### config.mk
export PLATFORM = sky130hd
export DESIGN_NAME = uart_rx_mmio
export DESIGN_NICKNAME = d
export VERILOG_FILES = /design/src/rtl/uart_pkg.sv /design/src/rtl/uart_rx_core.sv /design/src/rtl/uart_rx_mmio.sv
export SDC_FILE = /design/constraint.sdc
export NUM_CORES = 1
export LEC_CHECK = 0
export CAP_MARGIN = 10
export CORE_MARGIN = 5
export CORE_UTILIZATION = 29
export CTS_CLUSTER_DIAMETER = 60
export DETAILED_ROUTE_END_ITERATION = 12
export RECOVER_POWER = 25
export SLEW_MARGIN = 20
export SYNTH_ARGS = -nofsm -noshare
export SYNTH_HDL_FRONTEND = slang
export SYNTH_HIERARCHICAL = 1
export SYNTH_SLANG_ARGS = --single-unit
### constraint.sdc
create_clock -name clk -period 3.5 [get_ports clk]
set_input_delay 0.35 -clock clk [delete_from_list [all_inputs] [get_ports clk]]
set_output_delay 0.35 -clock clk [all_outputs]
set_load 0.01 [all_outputs]
### src/rtl/uart_pkg.sv
// Shared definitions for the memory-mapped UART receiver: register map,
// STATUS bit positions, receiver FSM states and the DIV clamp.
package uart_pkg;

  localparam logic [1:0] REG_DATA   = 2'd0;
  localparam logic [1:0] REG_STATUS = 2'd1;
  localparam logic [1:0] REG_DIV    = 2'd2;

  localparam int ST_NOT_EMPTY = 0;
  localparam int ST_OVERRUN   = 1;
  localparam int ST_FRAME_ERR = 2;
  localparam int ST_COUNT_LSB = 4;

  localparam logic [15:0] DIV_MIN = 16'd4;

  typedef enum logic [2:0] {
    IDLE      = 3'd0,
    START     = 3'd1,
    DATA      = 3'd2,
    STOP      = 3'd3,
    WAIT_HIGH = 3'd4
  } rx_state_t;

  // Bit periods shorter than DIV_MIN leave no room for a mid-bit sample.
  function automatic logic [15:0] clamp_div(input logic [15:0] value);
    return (value < DIV_MIN) ? DIV_MIN : value;
  endfunction

endpackage

### src/rtl/uart_rx_core.sv
// 8N1 deserializer: rx synchronizer, receive FSM, bit-period counter and
// shift register. Emits one-cycle byte and frame-error strobes at the stop sample.
module uart_rx_core
  import uart_pkg::*;
(
  input  logic        clk,
  input  logic        resetn,
  input  logic        rx,
  input  logic [15:0] div,
  output logic        byte_valid,
  output logic [7:0]  byte_data,
  output logic        frame_err
);

  logic      rx_meta_r, rx_sync_r, rx_prev_r;
  rx_state_t state_r, state_next_s;
  logic [15:0] cnt_r, cnt_next_s;
  logic [2:0]  bit_idx_r, bit_idx_next_s;
  logic [7:0]  shift_r, shift_next_s;
  logic        expire_s;

  assign expire_s = (cnt_r == 16'd0);

  // Two-flop synchronizer plus a delayed copy for falling-edge detection.
  always_ff @(posedge clk) begin
    if (!resetn) begin
      rx_meta_r <= 1'b1;
      rx_sync_r <= 1'b1;
      rx_prev_r <= 1'b1;
    end else begin
      rx_meta_r <= rx;
      rx_sync_r <= rx_meta_r;
      rx_prev_r <= rx_sync_r;
    end
  end

  // State register together with the counter, bit index and shift register.
  always_ff @(posedge clk) begin
    if (!resetn) begin
      state_r   <= IDLE;
      cnt_r     <= 16'd0;
      bit_idx_r <= 3'd0;
      shift_r   <= 8'd0;
    end else begin
      state_r   <= state_next_s;
      cnt_r     <= cnt_next_s;
      bit_idx_r <= bit_idx_next_s;
      shift_r   <= shift_next_s;
    end
  end

  // Next-state logic; the counter is loaded with period-1 and samples on zero.
  always_comb begin
    state_next_s   = state_r;
    cnt_next_s     = expire_s ? cnt_r : (cnt_r - 16'd1);
    bit_idx_next_s = bit_idx_r;
    shift_next_s   = shift_r;
    case (state_r)
      IDLE: begin
        if (rx_prev_r && !rx_sync_r) begin
          state_next_s = START;
          cnt_next_s   = {1'b0, div[15:1]} - 16'd1;
        end else begin
          state_next_s = IDLE;
        end
      end
      START: begin
        if (expire_s && !rx_sync_r) begin
          state_next_s   = DATA;
          cnt_next_s     = div - 16'd1;
          bit_idx_next_s = 3'd0;
        end else if (expire_s) begin
          state_next_s = IDLE;
        end else begin
          state_next_s = START;
        end
      end
      DATA: begin
        if (expire_s) begin
          shift_next_s   = {rx_sync_r, shift_r[7:1]};
          cnt_next_s     = div - 16'd1;
          bit_idx_next_s = bit_idx_r + 3'd1;
          state_next_s   = (bit_idx_r == 3'd7) ? STOP : DATA;
        end else begin
          state_next_s = DATA;
        end
      end
      STOP: begin
        if (expire_s) begin
          state_next_s = rx_sync_r ? IDLE : WAIT_HIGH;
        end else begin
          state_next_s = STOP;
        end
      end
      WAIT_HIGH: begin
        if (rx_sync_r) begin
          state_next_s = IDLE;
        end else begin
          state_next_s = WAIT_HIGH;
        end
      end
      default: begin
        state_next_s = IDLE;
      end
    endcase
  end

  // Output strobes fire on the stop-bit sample cycle.
  always_comb begin
    byte_valid = 1'b0;
    frame_err  = 1'b0;
    byte_data  = shift_r;
    if (state_r == STOP && expire_s) begin
      byte_valid = rx_sync_r;
      frame_err  = !rx_sync_r;
    end else begin
      byte_valid = 1'b0;
      frame_err  = 1'b0;
    end
  end

endmodule

### src/rtl/uart_rx_mmio.sv
// PicoRV32 native-bus UART receiver: receive core, byte FIFO, and the
// DATA/STATUS/DIV register file with a registered single-cycle acknowledge.
module uart_rx_mmio
  import uart_pkg::*;
#(
  parameter int DEFAULT_DIV     = 16,
  parameter int FIFO_DEPTH_LOG2 = 3
) (
  input  logic        clk,
  input  logic        resetn,
  input  logic        sel,
  input  logic [3:0]  mem_addr,
  input  logic [31:0] mem_wdata,
  input  logic [3:0]  mem_wstrb,
  output logic [31:0] mem_rdata,
  output logic        mem_ready,
  input  logic        rx,
  output logic        irq
);

  localparam int CW = FIFO_DEPTH_LOG2 + 1;
  localparam logic [CW-1:0] CNT_ZERO = {CW{1'b0}};
  localparam logic [CW-1:0] CNT_FULL = CW'(1 << FIFO_DEPTH_LOG2);

  logic [7:0]                 fifo_mem_r [1 << FIFO_DEPTH_LOG2];
  logic [FIFO_DEPTH_LOG2-1:0] wr_ptr_r, rd_ptr_r;
  logic [CW-1:0]              count_r, count_next_s;
  logic        overrun_r, frame_err_r, ready_r, irq_r;
  logic [31:0] rdata_r, rdata_next_s, status_s;
  logic [15:0] div_r, div_wr_s;
  logic [1:0]  reg_sel_s;
  logic        accept_s, is_write_s, empty_s, full_s, pop_s, push_ok_s;
  logic        ovr_set_s, w1c_s, div_we_s;
  logic        byte_valid_s, frame_err_s;
  logic [7:0]  byte_data_s;
  logic        unused_s;

  uart_rx_core u_core (
    .clk        (clk),
    .resetn     (resetn),
    .rx         (rx),
    .div        (div_r),
    .byte_valid (byte_valid_s),
    .byte_data  (byte_data_s),
    .frame_err  (frame_err_s)
  );

  assign mem_ready = ready_r;
  assign mem_rdata = rdata_r;
  assign irq       = irq_r;
  assign unused_s  = &{1'b0, mem_addr[1:0], mem_wdata[31:16]};

  // Bus decode, FIFO bookkeeping and read-data mux.
  always_comb begin
    accept_s   = sel && !ready_r;
    is_write_s = |mem_wstrb;
    reg_sel_s  = mem_addr[3:2];
    empty_s    = (count_r == CNT_ZERO);
    full_s     = (count_r == CNT_FULL);
    pop_s      = accept_s && !is_write_s && (reg_sel_s == REG_DATA) && !empty_s;
    push_ok_s  = byte_valid_s && (!full_s || pop_s);
    ovr_set_s  = byte_valid_s && full_s && !pop_s;
    w1c_s      = accept_s && is_write_s && (reg_sel_s == REG_STATUS) && mem_wstrb[0];
    div_we_s   = accept_s && (reg_sel_s == REG_DIV) && (|mem_wstrb[1:0]);
    div_wr_s   = {mem_wstrb[1] ? mem_wdata[15:8] : div_r[15:8],
                  mem_wstrb[0] ? mem_wdata[7:0]  : div_r[7:0]};
    case ({push_ok_s, pop_s})
      2'b10:   count_next_s = count_r + 1'b1;
      2'b01:   count_next_s = count_r - 1'b1;
      default: count_next_s = count_r;
    endcase
    status_s = 32'h0;
    status_s[ST_NOT_EMPTY] = !empty_s;
    status_s[ST_OVERRUN]   = overrun_r;
    status_s[ST_FRAME_ERR] = frame_err_r;
    status_s[ST_COUNT_LSB +: 4] = 4'(count_r);
    if (is_write_s) begin
      rdata_next_s = 32'h0;
    end else begin
      case (reg_sel_s)
        REG_DATA:   rdata_next_s = empty_s ? 32'hFFFF_FFFF : {24'h0, fifo_mem_r[rd_ptr_r]};
        REG_STATUS: rdata_next_s = status_s;
        REG_DIV:    rdata_next_s = {16'h0, div_r};
        default:    rdata_next_s = 32'h0;
      endcase
    end
  end

  // Registered acknowledge and read data.
  always_ff @(posedge clk) begin
    if (!resetn) begin
      ready_r <= 1'b0;
      rdata_r <= 32'h0;
    end else begin
      ready_r <= accept_s;
      rdata_r <= accept_s ? rdata_next_s : 32'h0;
    end
  end

  // FIFO storage; stale contents are harmless because count gates every read.
  always_ff @(posedge clk) begin
    if (push_ok_s) begin
      fifo_mem_r[wr_ptr_r] <= byte_data_s;
    end
  end

  // FIFO pointers, occupancy and interrupt.
  always_ff @(posedge clk) begin
    if (!resetn) begin
      wr_ptr_r <= {FIFO_DEPTH_LOG2{1'b0}};
      rd_ptr_r <= {FIFO_DEPTH_LOG2{1'b0}};
      count_r  <= CNT_ZERO;
      irq_r    <= 1'b0;
    end else begin
      if (push_ok_s) wr_ptr_r <= wr_ptr_r + 1'b1;
      if (pop_s)     rd_ptr_r <= rd_ptr_r + 1'b1;
      count_r <= count_next_s;
      irq_r   <= (count_next_s != CNT_ZERO);
    end
  end

  // Sticky flags (a new event wins over a same-cycle clear) and DIV register.
  always_ff @(posedge clk) begin
    if (!resetn) begin
      overrun_r   <= 1'b0;
      frame_err_r <= 1'b0;
      div_r       <= 16'(DEFAULT_DIV);
    end else begin
      overrun_r   <= (overrun_r   && !(w1c_s && mem_wdata[ST_OVERRUN]))   || ovr_set_s;
      frame_err_r <= (frame_err_r && !(w1c_s && mem_wdata[ST_FRAME_ERR])) || frame_err_s;
      if (div_we_s) div_r <= clamp_div(div_wr_s);
    end
  end

endmodule

==> results summary, run 1 <==
The flow ran to the end, and the final reports show no timing, DRC or antenna violations. Final hold analysis gives a worst-case slack of 313.4 ps. The post-route cell area is around 8700 um^2.

The minimum clock period after layout is 3149 ps. At the worst endpoint, the arrival time is 3450 ps. The post-synthesis instance total came out at 670. The stage delay of the slowest cell on the critical path came out at 370 ps. Registers take ~3600 um^2.

Summed over all nets, the switching power comes to 1.182 mW. The critical path ends at irq$_SDFF_PN0_. The detail route stage leaves a number of antenna-violating nets equal to 0. The part of the power in the clock network came out at 39.1%. The area occupied by multi-input gates is roughly 3400 um^2. The count of instances resized after the clock tree is built is 0. From bottom edge to top edge, the die measures 168.9 um. The total negative slack came out at 0 ps. The initial core utilization is 29.24%. The final global-route overflow total is 0. The detailed-route wire length per cell came out at 16.92 um. The later pin in the worst-skew pair is clocked with a latency of 420 ps.

The most common library cell in the layout ignoring fill and taps is dfxtp_1. The type of the most critical hold path is input port to register. In this run the cell area of the synthesized design comes to 7320 um^2.

The number of iterations in the first detailed-routing pass is 5. The start point of the critical path is u_core/cnt_r[0]$_SDFF_PN0_. The power density of the placed cells came out at between 500 and 600 nW/um^2. The first-pass GRT wire length came out at 28.72 mm. The worst register-to-register path has a depth of 13.

Entering global routing, the biggest net connects 35 pins. The number of antenna cells inserted is 0. The clock slew seen by the registers of the worst setup and hold paths came out at 60 ps. The total number of vias came out at 5293.

The master of the slowest instance on the critical path is nor4b_2. The number of failing hold endpoints at the final stage came out at 0. The design draws roughly 4.4 mW. The worst register-to-register path begins at u_core/cnt_r[0]$_SDFF_PN0_. The endpoint required time on the critical path is 3800 ps. The critical path in this run is classified as register to register. The clock buffer count from CTS is 17. The logic depth of the worst path, buffers included is 13.

The number of global-route vias before repair is just over 5000. In this run, the combinational gates consume 15.9% of the power. Setup slack closes at 350.9 ps. The synthesis-to-layout area growth is 19.13%. The number of placement rows is 58. The hold buffer count at CTS is 0. The number of antenna violations at the first check in global routing is 0. The relative slew slack is around 45%. The slew at the pin with the worst max-slew slack came out at 818.0 ps. During placement, the flow inserted port buffers numbering 59. The overall die area is 28520 um^2.

After detailed routing, the total wire length is around 18 mm. After floorplanning, the core was sized to cover between 20000 and 30000 um^2. The kind of cell with the highest combined delay along the critical path is simple AND/OR/NAND/NOR gates. Of the total power, the share spent switching nets is a little over a quarter. The number of max-slew violations in the final report came out at 0.

The number of different library cells used by synthesis comes to 80. The part of the power in registers came out at 45.0%. The number of remaining DRC errors is 0.

Across the run, the number of max-cap violations was 0. The HPWL after detailed placement came out at 13.01 mm. In the synthesized netlist the dominant register cell turns out to be dfxtp_1. The maximum achievable frequency came out at 317.6 MHz. TritonCTS built the clock tree. The fraction of final layout cells sized beyond drive strength 1 is 13.39%. The worst register-to-register path ends at irq$_SDFF_PN0_.

The overall track demand over capacity in global routing is 12.81%. The worst path buffer plus inverter count came out at 1. Using the TritonRoute via totals, the vias-per-cell ratio works out to roughly 5. Setup violations remaining at the end of the flow were counted as 0. The async set or reset register ratio after synthesis is 0%. The sequential area share after synthesis came out at 48.96%. The horizontal die dimension came out at around 170 um. The I/O pin total is a little under 80. The final worst-path cycle share is ~90%. The internal power came out at 3.198 mW. The layout net count came out at 773. The clock tree skew after final layout came out at between 7 and 8 ps. For this design the static power due to leakage is 3.044 nW. Walking the worst path, the cells encountered are inv_1 > ha_1 > nor4b_2 > and4b_1 > nand3_1 > nor2_1 > nor2_1 > xnor2_1 > ha_1 > or3_1 > o2bb2ai_1 > mux2i_1 > a311o_1. The register-to-register path setup slack is between 300 and 400 ps.

The worst setup path is captured at a register. The worst setup path is launched from a register. The number of enable flip-flop cells after synthesis is 64. In this run the worst path has a maximum fanout of 5. The number of H-tree levels came out at 4. The total setup buffers inserted after CTS came out at 0. The instance area after placement came out at between 8000 and 9000 um^2.

For this run, the number of Yosys warnings is 6. Averaged over all synthesized cells, the footprint is 10.92 um^2. The clock net sink count came out at 147.

The worst-case IR drop observed on VDD is 0.2937 mV. The number of buffers on the longest clock path is 2. In the layout the commonest cells are dfxtp_1 (83), nand2_1 (72), edfxtp_1 (64), clkdlybuf4s50_1 (57), a21oi_1 (38). Counting every net in the synthesized netlist gives 724. The initial detailed-routing violation count is between 400 and 500. The total of fill cells in the finished design is 2476. In this run, synthesis produced a sequential element count of approximately 150. In this run the clock root is driven by a clkbuf_16. The placer congestion estimate came out at 0.8611. Prior to clock tree synthesis, the placed netlist has a worst setup slack of ~370 ps.

Setup repair after global routing left no endpoint under its margin.
==> cell families (layout without fill, tap and decap cells) <==
family / count (synthesis) / in the layout / share of synthesized area (%)
and+or+nand+nor: 250 / 250 / 20.36
muxes: 37 / 37 / 7.829
DFF: 147 / 147 / 48.96
AOI/OAI and AO/OA: 123 / 123 / 11.78
xor gates and xnor gates: 35 / 35 / 4.188
buffers and inverters: 68 / 130 / 5.179
adders and majority gates: 10 / 10 / 1.709
==> state kept, by name (all words and copies together), names as in the netlist, named ones only <==
signal / cells
mem_rdata: 17
u_core/state_r: 3
mem_ready: 1
u_core/byte_data: 8
u_core/rx_sync_r: 1
u_core/rx_prev_r: 1
fifo_mem_r: 64
u_core/rx_meta_r: 1
irq: 1
rd_ptr_r: 3
overrun_r: 1
wr_ptr_r: 3
frame_err_r: 1
div_r: 16
u_core/cnt_r: 16
u_core/bit_idx_r: 3
count_r: 4
==> Yosys cell counts, types with 6 or more instances <==
| library cell | n | area [um^2] |
|---|---|---|
| dfxtp_1 | 83 | 1662 |
| nand2_1 | 72 | 270.3 |
| edfxtp_1 | 64 | 1922 |
| a21oi_1 | 38 | 190.2 |
| nor2_1 | 32 | 120.1 |
| xnor2_1 | 23 | 201.4 |
| nor3_1 | 20 | 100.1 |
| clkbuf_1 | 19 | 71.32 |
| mux2i_1 | 19 | 190.2 |
| nand3_1 | 19 | 95.09 |
| buf_4 | 18 | 135.1 |
| inv_1 | 18 | 67.56 |
| mux4_2 | 16 | 360.4 |
| nor2b_1 | 16 | 100.1 |
| nor4_1 | 14 | 87.58 |
| a21o_1 | 12 | 90.09 |
| nand4_1 | 12 | 75.07 |
| xor2_1 | 12 | 105.1 |
| ha_1 | 10 | 125.1 |
| or3_1 | 9 | 56.30 |
| and2_1 | 8 | 50.05 |
| o21ai_0 | 8 | 40.04 |
| buf_2 | 7 | 35.03 |
| a21boi_0 | 6 | 45.04 |
| nand2b_1 | 6 | 37.54 |
| o22ai_1 | 6 | 37.54 |
==> cell type report <==
class / instances / area share, %
inverter: 18 / 0.7749
multi-input combinational: 455 / 38.50
tap: 330 / 4.735
clock inverter: 9 / 1.119
sequential: 147 / 41.10
timing repair buffer: 80 / 8.523
clock buffer: 23 / 5.252
==> power groups by stage <==
stage / sequential, mW / clock [mW] / combinational, mW
final: 1.97 / 1.71 / 0.695
after global routing: 1.98 / 1.83 / 0.775
after CTS: 1.97 / 1.75 / 0.693
after detailed placement: 2.01 / 0 / 0.687
after global placement: 2.00 / 0 / 0.686
after floorplan: 1.97 / 0 / 0.551
==> per-layer routing <==
| metal | wire [um] | part of all wire (%) | GRT usage [%] |
|---|---|---|---|
| met1 | 8448 | 47 | 17.82 |
| met2 | 8546 | 48 | 20.17 |
| met3 | 735 | 4.1 | 2.289 |
| met4 | 243 | 1.4 | 4.375 |
| met5 | 0 | 0 | 0 |
==> worst min-delay path by stage <==
stage | cells past startpoint | end | slack (ps) | from
after global routing | 2 | u_core/rx_meta_r$_SDFF_PN1_ | 310 | resetn
final | 2 | u_core/rx_meta_r$_SDFF_PN1_ | 310 | resetn
after CTS | 2 | u_core/rx_meta_r$_SDFF_PN1_ | 300 | resetn
after detailed placement | 1 | u_core/rx_sync_r$_SDFF_PN1_ | 400 | u_core/rx_meta_r$_SDFF_PN1_
after floorplan | 1 | u_core/rx_sync_r$_SDFF_PN1_ | 390 | u_core/rx_meta_r$_SDFF_PN1_
after global placement | 1 | u_core/rx_sync_r$_SDFF_PN1_ | 400 | u_core/rx_meta_r$_SDFF_PN1_
==> stage by stage <==
stage | utilization, % | cells
after global routing | 34.83 | 1062
after detailed placement | 32.61 | 1030
after global placement | 32.61 | 1030
after floorplan | - | 670
final | 34.83 | 1062
after CTS | 34.83 | 1062
Power figures use the tool's default switching activity.
==> run 2, diff against run 1 <==
--- a/config.mk
+++ b/config.mk
@@ -6,10 +6,13 @@
 export NUM_CORES = 1
 export LEC_CHECK = 0
 export CAP_MARGIN = 10
+export CELL_PAD_IN_SITES_DETAIL_PLACEMENT = 1
+export CELL_PAD_IN_SITES_GLOBAL_PLACEMENT = 1
 export CORE_MARGIN = 5
 export CORE_UTILIZATION = 29
 export CTS_CLUSTER_DIAMETER = 60
 export DETAILED_ROUTE_END_ITERATION = 12
+export PLACE_DENSITY_LB_ADDON = 0.1
 export RECOVER_POWER = 25
 export SLEW_MARGIN = 20
 export SYNTH_ARGS = -nofsm -noshare
==> results summary, run 2 (synthesized netlist as in run 1, its figures left out) <==
The flow ran to the end, and the final reports show no timing, DRC or antenna violations. The static leakage was 3.092 nW (+1.6%). The worst ir drop on vdd came out at 0.2546 mV (-13%).

The final worst-path setup slack came to 321.6 ps (-29.35 ps). The register-to-register path setup slack came out at 320 ps (-30 ps). The first-pass GRT wire length came to 32.72 mm (+14%). The slew at the pin with the worst max-slew slack came to 844.8 ps (+26.83 ps).

The share of total power consumed by net switching is 30.45% (+3.5 points). The number of buffers on the longest clock path came out at 2 (unchanged). The endpoint required time on the critical path came to 3810 ps (about the same). Relative to the synthesized area, the layout overhead comes to 20.36%. The maximum achievable frequency came out at 314.6 MHz (-0.92%). The number of failing hold endpoints at the final stage is 0 (unchanged). The worst register-to-register path ends at irq$_SDFF_PN0_. The routed via count divided by cell count is 5.056 (+1.5%).

The latest clock arrival within the worst-skew pair came out at 430 ps (about the same). Setup repair after global routing left no endpoint under its margin. The post-detailed-routing wire length came out at 20.72 mm (+15%). The worst slack at placement is 324.4 ps (-50.38 ps). The hold buffer count at CTS came to 0 (unchanged). The final global-route overflow total came to 0 (unchanged).

The total power was 4.558 mW (+4.0%). The worst register-to-register path begins at u_core/cnt_r[0]$_SDFF_PN0_. The I/O pin total came out at 78 (unchanged). The arrival time reported for the critical path endpoint is 3490 ps (+40 ps). The part of the power in registers came out at 43.3% (-1.7 points). The fraction of final layout cells sized beyond drive strength 1 is 14.40% (+1.0 points).

The total negative slack is 0 ps (unchanged). The clock buffer count from CTS came out at 17 (unchanged). The overall track demand over capacity in global routing came to 14.83% (+2.0 points). The internal power came out at 3.170 mW (-0.89%). STA classifies the critical path startpoint as a register. The placer congestion estimate came out at 0.8037 (-6.7%). The area of the placeable core came out at 25040 um^2 (unchanged). The largest net degree at the start of global routing is 35 (unchanged). The part of the power in the clock network is 40.4% (+1.3 points). The layout net count is 777 (+0.52%). The number of flip-flops in the largest register is 64 (unchanged).

The share of power burned in combinational logic came out at 16.3% (+0.4 points). The count of instances resized after the clock tree is built is 0 (unchanged). The clock slew seen by the registers of the worst setup and hold paths is 70 ps (about the same). The library cells used most frequently in the layout, excluding fill and tap cells, are dfxtp_1 (83), nand2_1 (72), edfxtp_1 (64), clkdlybuf4s50_1 (59), a21oi_1 (38). The total setup buffers inserted after CTS came to 0 (unchanged). The startpoint identified for the worst hold timing path is u_core/rx_meta_r$_SDFF_PN1_. The HPWL after detailed placement is 15.04 mm (+16%). The number of antenna violations at the first check in global routing was 0 (unchanged).

The number of max-cap violations came out at 0 (unchanged). The worst hold slack is 422.2 ps (+108.8 ps). The horizontal die dimension is 168.9 um (unchanged). TritonCTS built the clock tree. The clock root buffer is clkbuf_16.

The total number of vias was 5390 (+1.8%). The minimum clock period after layout is 3178 ps (+29.35 ps). The number of antenna cells inserted is 0 (unchanged). The count of input and output buffers came out at 59 (unchanged). The worst hold path terminates at u_core/rx_sync_r$_SDFF_PN1_. The cell depth of the worst flop-to-flop path came out at 13 (unchanged). The overall die area came out at 28520 um^2 (unchanged). The maximum fanout count along the critical path came out at 5 (unchanged). The detailed-route wire length per cell is 19.44 um (+15%). By startpoint and endpoint, the worst setup path is classified as register to register. The library cell used most frequently in the layout, excluding fill and tap cells, is dfxtp_1.

The clock net sink count is 147 (unchanged). The number of iterations in the first detailed-routing pass is 4 (-1). The initial core utilization is 29.24% (unchanged).

The number of cells traversed by the worst hold path came out at 1 (-1). The relative slew slack is 43.60% (-1.8 points). The clock tree skew after final layout is 15.84 ps (+8.520 ps). The height of the die came out at 168.9 um (unchanged).

The worst setup path is captured at a register. The count of antenna-violating nets left after detailed routing is 0 (unchanged). The number of H-tree levels came out at 4 (unchanged).

The number of max-slew violations in the final report came out at 0 (unchanged). The utilization after layout came out at 35.19% (+0.36 points). The number of remaining DRC errors is 0 (unchanged). More flip-flops sit in one register than any other, and that register is fifo_mem_r. The initial detailed-routing violation count is 272 (-37%).

The final setup violation count is 0 (unchanged). The number of global-route vias before repair came to 5700 (+12%). The number of placement rows is 58 (unchanged).

The final worst-path cycle share is 90.81% (+0.84 points). The worst hold path belongs to the class register to register. The power density of the placed cells came out at 517.4 nW/um^2 (+3.0%). The net switching power is 1.388 mW (+17%).
run 2: changes by cell type in the layout (fill, tap and decap cells not counted), sizes merged:
cell and change:
clkinvlp -1, buf +3, dlygate4sd3 -1, clkbuf -6
clkdlybuf4s50 +2, clkinv +6, bufinv -1, inv +2
run 2: power by group through the flow:
stage | Sequential [mW] | Clock [mW] | Combinational [mW]
floorplan | 1.97 | 0 | 0.551
global placement | 2.01 | 0 | 0.732
detailed placement | 2.01 | 0 | 0.741
CTS | 1.97 | 1.91 | 0.745
global route | 1.99 | 1.99 | 0.815
finish | 1.97 | 1.84 | 0.741
run 2: worst max-delay path by stage:
stage | slack (ps) | to | start | depth (start not counted)
3_3_place_gp | 370 | irq$_SDFF_PN0_ | u_core/cnt_r[0]$_SDFF_PN0_ | 13
4_1_cts | 290 | irq$_SDFF_PN0_ | u_core/cnt_r[0]$_SDFF_PN0_ | 13
2_1_floorplan | 430 | fifo_mem_r[0][0]$_DFFE_PP_ | u_core/cnt_r[0]$_SDFF_PN0_ | 9
3_5_place_dp | 320 | irq$_SDFF_PN0_ | u_core/cnt_r[0]$_SDFF_PN0_ | 13
6_report | 320 | irq$_SDFF_PN0_ | u_core/cnt_r[0]$_SDFF_PN0_ | 13
5_1_grt | 160 | irq$_SDFF_PN0_ | u_core/cnt_r[4]$_SDFF_PN0_ | 11
run 2: layout make-up:
type,count,area [um^2]
fill,2759,16230
tap,330,412.9
inverter,18,67.56
multi-input combinational,455,3357
clock inverter,15,185.2
sequential,147,3583
clock buffer,17,425.4
timing repair buffer,84,778.2
run 2: per-stage QoR:
| stage | std cells | cell area (um^2) |
|---|---|---|
| after floorplan | 670 | 7320 |
| after global placement | 1034 | 8199 |
| after detailed placement | 1034 | 8199 |
| after CTS | 1066 | 8810 |
| after global routing | 1066 | 8810 |
| final | 1066 | 8810 |
run 2: critical path, stage by stage, from the launching register on:
cell,delay [ps]
dfxtp_1,340
inv_1,100
ha_1,170
nor4b_2,260
and4b_1,320
nand3_1,160
nor2_1,270
nor2_1,100
xnor2_1,140
ha_1,200
or3_1,310
o2bb2ai_1,210
mux2i_1,130
a311o_1,340
run 2: routing by layer:
layer	vias up	GRT usage, %	part of all wire [%]
li1	2589	-	-
met1	2718	18.64	46
met2	61	25.61	50
met3	22	3.270	2.5
met4	0	4.305	2.0
met5	-	0	0
==> run 3, diff against run 2 <==
--- a/config.mk
+++ b/config.mk
@@ -8,7 +8,7 @@
 export CAP_MARGIN = 10
 export CELL_PAD_IN_SITES_DETAIL_PLACEMENT = 1
 export CELL_PAD_IN_SITES_GLOBAL_PLACEMENT = 1
-export CORE_MARGIN = 5
+export CORE_MARGIN = 2
 export CORE_UTILIZATION = 29
 export CTS_CLUSTER_DIAMETER = 60
 export DETAILED_ROUTE_END_ITERATION = 12
==> results summary, run 3 (synthesized netlist as in run 1, its figures left out) <==
The flow ran to the end, and the final reports show no timing, DRC or antenna violations. The number of flip-flops in the largest register is 64 (unchanged). The path type of the worst setup path is register to register.

The I/O pin total is 78 (unchanged). The worst ir drop on vdd came to 0.2493 mV (-2.1%). STA classifies the critical path endpoint as a register.

The overall track demand over capacity in global routing came out at 16.50% (+1.7 points). The initial core utilization is 29.32% (+0.085 points). The clock net sink count is 147 (unchanged).

The static leakage came out at 3.088 nW (-0.11%). The clock tree skew after final layout came out at 16.34 ps (+0.5036 ps). Relative to the synthesized area, the layout overhead comes to 20.05%. Walking the worst path, the cells encountered are inv_1 > ha_1 > nor4b_2 > and4b_1 > nand3_1 > nor2_1 > nor2_1 > xnor2_1 > ha_1 > or3_1 > o2bb2ai_1 > mux2i_1 > a311o_1. The total power came to 4.569 mW (+0.26%).

The number of cells traversed by the worst hold path came out at 1 (unchanged). The post-detailed-routing wire length is 20.92 mm (+0.95%). The worst hold slack is 414.8 ps (-7.423 ps). The number of buffers on the longest clock path came out at 2 (unchanged).

The total setup buffers inserted after CTS is 0 (unchanged). Ranked by flip-flop count, first place goes to fifo_mem_r. The number of iterations in the first detailed-routing pass was 4 (unchanged). The count of antenna-violating nets left after detailed routing came out at 0 (unchanged).

The area of the placeable core came out at 24960 um^2 (-0.29%). The number of max-cap violations is 0 (unchanged). The instance area after placement is 8192 um^2 (about the same). The number of max-slew violations in the final report came out at 0 (unchanged).

Leaving out fill and tap cells, the most frequent cell in the layout is dfxtp_1. The total number of vias came out at 5455 (+1.2%). Setup repair after global routing left no endpoint under its margin. The worst register-to-register path ends at irq$_SDFF_PN0_. The power density of the placed cells came out at 520.0 nW/um^2 (+0.51%). The worst hold path terminates at u_core/rx_sync_r$_SDFF_PN1_.

The endpoint required time on the critical path came to 3810 ps (about the same). The routed via count divided by cell count came out at 5.122 (+1.3%). The first-pass GRT wire length came out at 33.10 mm (+1.2%). The relative slew slack was 43.45% (-0.15 points). The largest net degree at the start of global routing is 35 (unchanged).

Clock tree synthesis selected as its root buffer the cell clkbuf_16. The maximum fanout count along the critical path is 5 (unchanged). The post-route cell area came to 8787 um^2 (-0.26%). The minimum clock period after layout came out at 3180 ps (+1.708 ps).

The overall die area came out at 26530 um^2 (-7.0%). The HPWL after detailed placement came to 15.04 mm (about the same). The stage delay of the slowest cell on the critical path is 340 ps (about the same). The clock slew seen by the registers of the worst setup and hold paths is 70 ps (about the same).

The latest clock arrival within the worst-skew pair is 420 ps (about the same). The number of H-tree levels came out at 4 (unchanged). The clock buffer count from CTS came to 17 (unchanged).

The count of instances resized after the clock tree is built came out at 0 (unchanged). The total negative slack came out at 0 ps (unchanged). The final setup violation count came out at 0 (unchanged). The number of failing hold endpoints at the final stage came out at 0 (unchanged). The number of antenna violations at the first check in global routing is 0 (unchanged). The hold buffer count at CTS was 0 (unchanged). The slew at the pin with the worst max-slew slack came out at 847.0 ps (+2.230 ps). The initial detailed-routing violation count is 325 (+19%). The layout net count came to 776 (-0.13%). The number of remaining DRC errors came out at 0 (unchanged). The maximum achievable frequency is 314.5 MHz (about the same).

The horizontal die dimension came to 162.9 um (-3.6%). TritonCTS built the clock tree. STA classifies the critical path startpoint as a register. The height of the die came out at 162.9 um (-3.6%). The final global-route overflow total came out at 0 (unchanged). The fraction of final layout cells sized beyond drive strength 1 is 14.29% (-0.12 points). The count of input and output buffers is 59 (unchanged). The placer congestion estimate came out at 0.7738 (-3.7%). The detailed-route wire length per cell is 19.64 um (+1.0%).

The master of the slowest instance on the critical path is dfxtp_1. The number of placement rows came to 58 (unchanged). The number of antenna cells inserted was 0 (unchanged). The register-to-register path setup slack came out at 320 ps (about the same).

The cell depth of the worst flop-to-flop path came out at 13 (unchanged). The worst register-to-register path begins at u_core/cnt_r[0]$_SDFF_PN0_. The final worst-path cycle share is 90.86% (about the same).

In the layout the commonest cells are dfxtp_1 (83), nand2_1 (72), edfxtp_1 (64), clkdlybuf4s50_1 (59), a21oi_1 (38). The arrival time reported for the critical path endpoint came out at 3490 ps (about the same). The min-delay analysis places its worst path in the category register to register.

The number of global-route vias before repair came out at 5795 (+1.7%). The startpoint identified for the worst hold timing path is u_core/rx_meta_r$_SDFF_PN1_.
run 3: cell count changes in the layout (fill, tap and decap cells not counted), sizes merged:
cell | before | now
buf | 25 | 24
inv | 23 | 27
clkbuf | 17 | 18
clkinv | 9 | 3
bufinv | 0 | 1
run 3: cell type report:
| class | instances | area [um^2] |
|---|---|---|
| Fill cell | 2774 | 16180 |
| Sequential cell | 147 | 3583 |
| Multi-Input combinational cell | 455 | 3357 |
| Timing Repair Buffer | 83 | 770.7 |
| Clock buffer | 18 | 439.2 |
| Tap cell | 330 | 412.9 |
| Clock inverter | 14 | 156.4 |
| Inverter | 18 | 67.56 |
run 3: stage by stage:
step	std cells	worst slack, ps	util, %
global route	1065	30.57	35.20
CTS	1065	289.8	35.20
floorplan	670	434.1	-
detailed placement	1033	299.5	32.81
finish	1065	319.9	35.20
global placement	1033	350.0	32.81
run 3: per-layer routing:
metal / track usage [%] / share of wire, % / vias up / wire (um)
met4: 4.545 / 1.5 / 0 / 321
met1: 20.51 / 45 / 2773 / 9449
met5: 0 / 0 / - / 0
met2: 28.93 / 51 / 77 / 10570
met3: 3.463 / 2.7 / 14 / 575
li1: - / - / 2591 / -
run 3: worst max-delay path, delay by kind of cell, from the launching register on:
kind            cells  cell delay [ps]
compound gates      2              540
flops               1              340
fa+ha+maj           2              360
mux                 1              120
simple gates        6             1450
buf+inv             1              100
xor+xnor            1              150
run 3: power breakdown:
group	internal, mW	switching, mW	total [mW]	leakage [nW]
clock	1.03	0.818	1.85	0.293
combinational	0.349	0.396	0.745	1.53
sequential	1.86	0.116	1.97	1.27
total	3.24	1.33	4.57	3.09
run 3: worst max-delay path by stage:
stage | from | endpoint | slack, ps
5_1_grt | u_core/cnt_r[0]$_SDFF_PN0_ | irq$_SDFF_PN0_ | 30
4_1_cts | u_core/cnt_r[0]$_SDFF_PN0_ | irq$_SDFF_PN0_ | 290
3_3_place_gp | u_core/cnt_r[0]$_SDFF_PN0_ | irq$_SDFF_PN0_ | 350
6_report | u_core/cnt_r[0]$_SDFF_PN0_ | irq$_SDFF_PN0_ | 320
3_5_place_dp | u_core/cnt_r[0]$_SDFF_PN0_ | irq$_SDFF_PN0_ | 300
2_1_floorplan | u_core/cnt_r[0]$_SDFF_PN0_ | fifo_mem_r[0][0]$_DFFE_PP_ | 430
